--- config.mk ---
export PLATFORM = sky130hd
export DESIGN_NAME = exmem_pipe
export DESIGN_NICKNAME = d
export VERILOG_FILES = /design/src/rtl/exmem_pipe_pkg.sv /design/src/rtl/alu.sv /design/src/rtl/forward_merge.sv /design/src/rtl/exmem_pipe.sv
export SDC_FILE = /design/constraint.sdc
export NUM_CORES = 1
export LEC_CHECK = 0
export CELL_PAD_IN_SITES_DETAIL_PLACEMENT = 1
export CELL_PAD_IN_SITES_GLOBAL_PLACEMENT = 1
export CORE_ASPECT_RATIO = 0.8
export CORE_UTILIZATION = 41
export CTS_CLUSTER_DIAMETER = 30
export DETAILED_ROUTE_END_ITERATION = 6
export PLACE_DENSITY = 0.92
export SLEW_MARGIN = 20
export SYNTH_ARGS = -nofsm -noshare
export SYNTH_HDL_FRONTEND = slang
export SYNTH_HIERARCHICAL = 1
export SYNTH_SLANG_ARGS = --single-unit
--- constraint.sdc ---
create_clock -name clk -period 98.2 [get_ports clk]
set_input_delay 29.46 -clock clk [delete_from_list [all_inputs] [get_ports clk]]
set_output_delay 29.46 -clock clk [all_outputs]
set_load 0.03 [all_outputs]
--- src/rtl/exmem_pipe_pkg.sv ---
// Shared encodings for the EX/MEM stage: forwarding field modes, ALU opcodes, FSM states.
package exmem_pipe_pkg;

   localparam int unsigned OPC_W = 6;
   localparam int unsigned PPP_W = 3;
   localparam int unsigned CNT_W = 3;

   localparam logic [PPP_W-1:0] PPP_FULL = 3'b000;
   localparam logic [PPP_W-1:0] PPP_HI   = 3'b001;
   localparam logic [PPP_W-1:0] PPP_LO   = 3'b010;
   localparam logic [PPP_W-1:0] PPP_EVEN = 3'b011;
   localparam logic [PPP_W-1:0] PPP_ODD  = 3'b100;

   localparam logic [OPC_W-1:0] OP_ADD    = 6'h00;
   localparam logic [OPC_W-1:0] OP_SUB    = 6'h01;
   localparam logic [OPC_W-1:0] OP_AND    = 6'h02;
   localparam logic [OPC_W-1:0] OP_OR     = 6'h03;
   localparam logic [OPC_W-1:0] OP_XOR    = 6'h04;
   localparam logic [OPC_W-1:0] OP_NOT    = 6'h05;
   localparam logic [OPC_W-1:0] OP_PASS_A = 6'h06;
   localparam logic [OPC_W-1:0] OP_PASS_B = 6'h07;

   typedef enum logic [1:0] {
      S_IDLE = 2'd0,
      S_WAIT = 2'd1,
      S_DONE = 2'd2
   } state_t;

endpackage

--- src/rtl/alu.sv ---
// Element-wise ALU: ww selects element width (byte, half, word, double) for add/sub.
module alu
   import exmem_pipe_pkg::*;
#(
   parameter int unsigned DATA_W = 64
) (
   input  logic [DATA_W-1:0] a,
   input  logic [DATA_W-1:0] b,
   input  logic [OPC_W-1:0]  op_code,
   input  logic [1:0]        ww,
   output logic [DATA_W-1:0] result
);

   localparam int unsigned NB = DATA_W / 8;

   logic [8:0]  sum;
   logic [7:0]  b_byte;
   logic        carry;
   logic        sub;
   int unsigned ebytes;

   // Byte-lane ripple; carry chain restarts at the low byte of each element
   always_comb begin
      result = '0;
      sum    = '0;
      b_byte = '0;
      carry  = 1'b0;
      sub    = (op_code == OP_SUB);
      ebytes = 32'(1) << ww;
      case (op_code)
         OP_ADD, OP_SUB: begin
            for (int unsigned j = 0; j < NB; j++) begin
               if ((j % ebytes) == 0) carry = sub;
               b_byte = sub ? ~b[8*j +: 8] : b[8*j +: 8];
               sum    = 9'(a[8*j +: 8]) + 9'(b_byte) + 9'(carry);
               result[8*j +: 8] = sum[7:0];
               carry  = sum[8];
            end
         end
         OP_AND:    result = a & b;
         OP_OR:     result = a | b;
         OP_XOR:    result = a ^ b;
         OP_NOT:    result = ~a;
         OP_PASS_A: result = a;
         OP_PASS_B: result = b;
         default:   result = '0;
      endcase
   end

endmodule

--- src/rtl/forward_merge.sv ---
// Merges WB write data into one register-file operand under the partial-write mode.
// Field numbering is MSB-first: byte 0 / upper half sit at the high-order end of the vector.
module forward_merge
   import exmem_pipe_pkg::*;
#(
   parameter int unsigned DATA_W = 64
) (
   input  logic [DATA_W-1:0] reg_data,
   input  logic [DATA_W-1:0] wb_data,
   input  logic              fwd,
   input  logic [PPP_W-1:0]  ppp,
   output logic [DATA_W-1:0] merged
);

   localparam int unsigned NB = DATA_W / 8;

   logic [DATA_W-1:0] mask;
   logic              sel;

   // j indexes bytes from the LSB end; NB-1-j is the MSB-first byte number
   always_comb begin
      mask = '0;
      sel  = 1'b0;
      for (int unsigned j = 0; j < NB; j++) begin
         sel = 1'b0;
         case (ppp)
            PPP_FULL: sel = 1'b1;
            PPP_HI:   sel = (j >= NB / 2);
            PPP_LO:   sel = (j < NB / 2);
            PPP_EVEN: sel = (((NB - 1 - j) % 2) == 0);
            PPP_ODD:  sel = (((NB - 1 - j) % 2) == 1);
            default:  sel = 1'b0;
         endcase
         mask[8*j +: 8] = {8{sel}};
      end
   end

   assign merged = fwd ? ((wb_data & mask) | (reg_data & ~mask)) : reg_data;

endmodule

--- src/rtl/exmem_pipe.sv ---
// EX/MEM stage: WB forwarding into the ALU and store path, plus the multi-cycle load stall FSM.
module exmem_pipe
   import exmem_pipe_pkg::*;
#(
   parameter int unsigned DATA_W   = 64,
   parameter int unsigned LOAD_LAT = 2
) (
   input  logic              clk,
   input  logic              reset,
   input  logic [DATA_W-1:0] rA_data,
   input  logic [DATA_W-1:0] rB_data,
   input  logic [OPC_W-1:0]  op_code,
   input  logic [1:0]        ww,
   input  logic              wr_en,
   input  logic              mem_en,
   input  logic              mem_wr_en,
   input  logic              fwd_rA,
   input  logic              fwd_rB,
   input  logic [DATA_W-1:0] wb_data,
   input  logic [PPP_W-1:0]  wb_ppp,
   output logic [DATA_W-1:0] alu_out,
   output logic [DATA_W-1:0] mem_data_in,
   output logic              mem_req,
   output logic              stall,
   output logic              rd_sel,
   output logic [CNT_W-1:0]  load_cnt
);

   localparam logic [CNT_W-1:0] LAT_M1     = CNT_W'(LOAD_LAT - 1);
   localparam state_t           FIRST_NEXT = (LOAD_LAT > 1) ? S_WAIT : S_DONE;

   logic [DATA_W-1:0] op_a;
   logic [DATA_W-1:0] op_b;
   logic              is_load;
   logic              is_store;
   state_t            state, state_n;
   logic [CNT_W-1:0]  cnt, cnt_n;

   forward_merge #(.DATA_W(DATA_W)) u_fwd_a (
      .reg_data (rA_data),
      .wb_data  (wb_data),
      .fwd      (fwd_rA),
      .ppp      (wb_ppp),
      .merged   (op_a)
   );

   forward_merge #(.DATA_W(DATA_W)) u_fwd_b (
      .reg_data (rB_data),
      .wb_data  (wb_data),
      .fwd      (fwd_rB),
      .ppp      (wb_ppp),
      .merged   (op_b)
   );

   alu #(.DATA_W(DATA_W)) u_alu (
      .a       (op_a),
      .b       (op_b),
      .op_code (op_code),
      .ww      (ww),
      .result  (alu_out)
   );

   assign mem_data_in = op_b;
   assign is_load     = mem_en & wr_en & ~mem_wr_en;
   assign is_store    = mem_en & mem_wr_en & ~wr_en;
   assign load_cnt    = cnt;

   always_ff @(posedge clk) begin
      if (reset) begin
         state <= S_IDLE;
         cnt   <= '0;
      end else begin
         state <= state_n;
         cnt   <= cnt_n;
      end
   end

   // Control outputs are Mealy: a load stalls in the very cycle it is decoded
   always_comb begin
      state_n = state;
      cnt_n   = cnt;
      stall   = 1'b0;
      mem_req = 1'b0;
      rd_sel  = 1'b0;
      case (state)
         S_IDLE: begin
            cnt_n = '0;
            if (is_load) begin
               stall   = 1'b1;
               mem_req = 1'b1;
               cnt_n   = LAT_M1;
               state_n = FIRST_NEXT;
            end
         end
         S_WAIT: begin
            if (!is_load) begin
               state_n = S_IDLE;
               cnt_n   = '0;
            end else begin
               stall = 1'b1;
               cnt_n = cnt - CNT_W'(1);
               if (cnt == CNT_W'(1)) state_n = S_DONE;
            end
         end
         S_DONE: begin
            state_n = S_IDLE;
            cnt_n   = '0;
         end
         default: begin
            state_n = S_IDLE;
            cnt_n   = '0;
         end
      endcase
      if (is_store) mem_req = 1'b1;
      rd_sel = (state == S_DONE) | is_load;
      // Quiet the pipeline controls while reset is being applied
      if (reset) begin
         stall   = 1'b0;
         mem_req = 1'b0;
         rd_sel  = 1'b0;
      end
   end

endmodule

==> results_dict.tcl <==
set metrics [dict create \
    cts_hold_buffers 0 \
    drv_cap 0 \
    cts_buffers 3 \
    ys.warnings.count 6 \
    dp_hpwl_mm 63.8 \
    period_minus_slack_ns 89.52 \
    fmax_mhz 11.2 \
    cts_resized 0 \
    critPathMostFrequentCell "a21oi_1" \
    start_util_pct 41.5 \
    portBuffers 343 \
    synth.yosys.seq_area_share_pct 0.652 \
    critical-path-top-delay-family "compound AO/OA/AOI/OAI gates" \
    hold_slack_ns 0.547 \
    ir_drop_mv 0.0109 \
    syn_to_final_growth_pct 24.9 \
    synth_edf_count 0 \
    worst-endpoint-arrival_ns 60.06 \
    insertion_delay_ns 0.22 \
    cts.clk_slew.worst_paths_ns 0.03 \
    clockBufferDepth 2 \
    die_area_um2 38200 \
    routabilityCongestion 1.03 \
    met1_length_mm 32.7 \
    criticalPathCategory "primary input to output port" \
    highest_layer "met4" \
    num_vias 19500 \
    hold_viol 0 \
    cp-start-kind "primary input" \
    rows 63 \
    finalMaxSlewViolations 0 \
    min_path_type "register to register" \
    cpMaxStageDelayCell "nor3b_1" \
    ys_seq_elements 5 \
    postCtsSetupBuffers 0 \
    grt_usage_pct 39.8 \
    core_area_um2 37000 \
    wl_met2_mm 33.7 \
    finClkSkew_ns 0.000667 \
    rsz0062_at_grt "false" \
    endpoint_kind "output port" \
    wl_met3_mm 9.19 \
    synth_top_area_cell "ha_1" \
    slew_headroom_pct 21.3 \
    dr.pass1.iters 7 \
    drcViolationCount 0 \
    cts_sinks 5 \
    die_w_um 218 \
    critical_path.max_fanout 32 \
    max_stage_delay_ns 0.94 \
    yosys-top-cells-area "ha_1, mux2_2, a21oi_1, nor2_1, xnor2_1" \
    grt_pass1_vias 19800 \
    grt_overflow 0 \
    critPathBufInv 4 \
    die_y_um 175 \
    setup_viol 0 \
    htreeDepth 1 \
    viasPerCell 6.80 \
    wl_per_cell_um 27.7 \
    synth_top_area_share_pct 16.5 \
    fin_setup_tns_ns 0 \
    yosys-top-cells-count "nor2_1, ha_1, a21oi_1, inv_1, nand2_1" \
    power.density_nw_per_um2 7.82 \
    cts-root-buf "clkbuf_16" \
    grt_pass1_wl_mm 119 \
    drive_gt1_share_pct 10.7 \
    syn_nets 2546 \
    routed_wl_mm 79.3 \
    tightest_slew_ns 1.18 \
    crit_required_ns 68.74 \
    drt_iter0_drc 2420 \
    cts_tree "built" \
    synthesis.area_um2 15400 \
    syn_avg_cell_area_um2 7.25 \
    synth_cell_type_count 120 \
    nets 2806 \
    grt_antenna_before_repair 0 \
    pin_count 344 \
    async_flop_share_pct 0 \
    period_share_pct 91.2 \
    syn_inst 2119 \
    grt_max_degree 84 \
    outcome "complete, no violations" \
    leakage_uw 0.00804 \
    synth.most_common_cell "nor2_1" \
    power_uw 150 \
    ant_nets 0 \
    synth-main-ff-cell "dfxtp_1" \
]
-- cell type report --
type,count,area (µm²)
fill,4608,17800
tap,487,609
inverter,166,623
clock buffer,4,78.8
sequential,5,100
multi-input combinational,1830,14100
antenna,1,2.50
timing repair buffer,373,3650
-- report_power, final --
group          switching [µW]  internal (µW)
Combinational            88.3           53.0
Sequential             0.0385           2.07
Clock                    1.21           5.37
-- metal layers --
layer / vias up / track usage [%]
li1: 8394 / -
met1: 9498 / 53.1
met2: 1305 / 60.3
met3: 296 / 9.90
met4: 0 / 16.6
met5: - / 0
-- registers in the layout, indices dropped and copies added, names as in the netlist --
register,flops
load_cnt,3
state,2
-- worst register-to-register path: stages, from the launching register on --
cell and delay [ns]:
dfxtp_1 0.31, or3b_1 0.55, nor4b_4 0.26
-- worst paths after layout --
check	startpoint	endpoint	slack, ns	depth (start not counted)
max	ww[1]	alu_out[62]	8.68	118
min reg2reg	load_cnt[0]$_SDFF_PP0_	load_cnt[0]$_SDFF_PP0_	0.55	1
max reg2reg	state[1]$_SDFFE_PP0P_	load_cnt[1]$_SDFF_PP0_	96.98	2
min	load_cnt[0]$_SDFF_PP0_	load_cnt[0]$_SDFF_PP0_	0.55	1
-- cell usage in the layout, fill, tap and decap left out, drive strengths merged, types with 14 or more instances in the layout --
cell	n
o21ai	114
clkdlybuf4s50	341
nor2b	21
a21oi	176
a222oi	22
o31ai	14
fa	15
nor3	34
a22oi	51
o2111ai	22
and2	21
o211ai	39
nand2	151
o22ai	51
nand4	16
nor4	19
a211oi	24
ha	202
a31oi	22
nor2	214
xnor2	91
a21o	54
mux2	134
nand3	44
mux2i	28
buf	32
xor2	35
inv	166
-- cells by family (layout without fill, tap and decap cells) --
logic type,count (synthesis),in the layout,share of synthesized area (%)
other,0,1,0
xor gates and xnor gates,126,126,7.28
and+or+nand+nor,601,601,19.6
buffers and inverters,284,543,7.66
DFF,5,5,0.652
adders and majority gates,217,217,18.4
AOI/OAI and AO/OA,724,724,33.8
muxes,162,162,12.6
-- metrics by stage --
step / util (%) / cell area, µm² / cells / setup slack [ns]
final: 51.9 / 19200 / 2866 / 8.68
after global routing: 51.9 / 19200 / 2865 / 7.27
after CTS: 51.9 / 19200 / 2865 / 9.46
after detailed placement: 51.7 / 19100 / 2861 / 9.51
after global placement: 51.7 / 19100 / 2861 / 11.05
after floorplan: - / 15400 / 2119 / 15.29
Power figures use the tool's default switching activity.
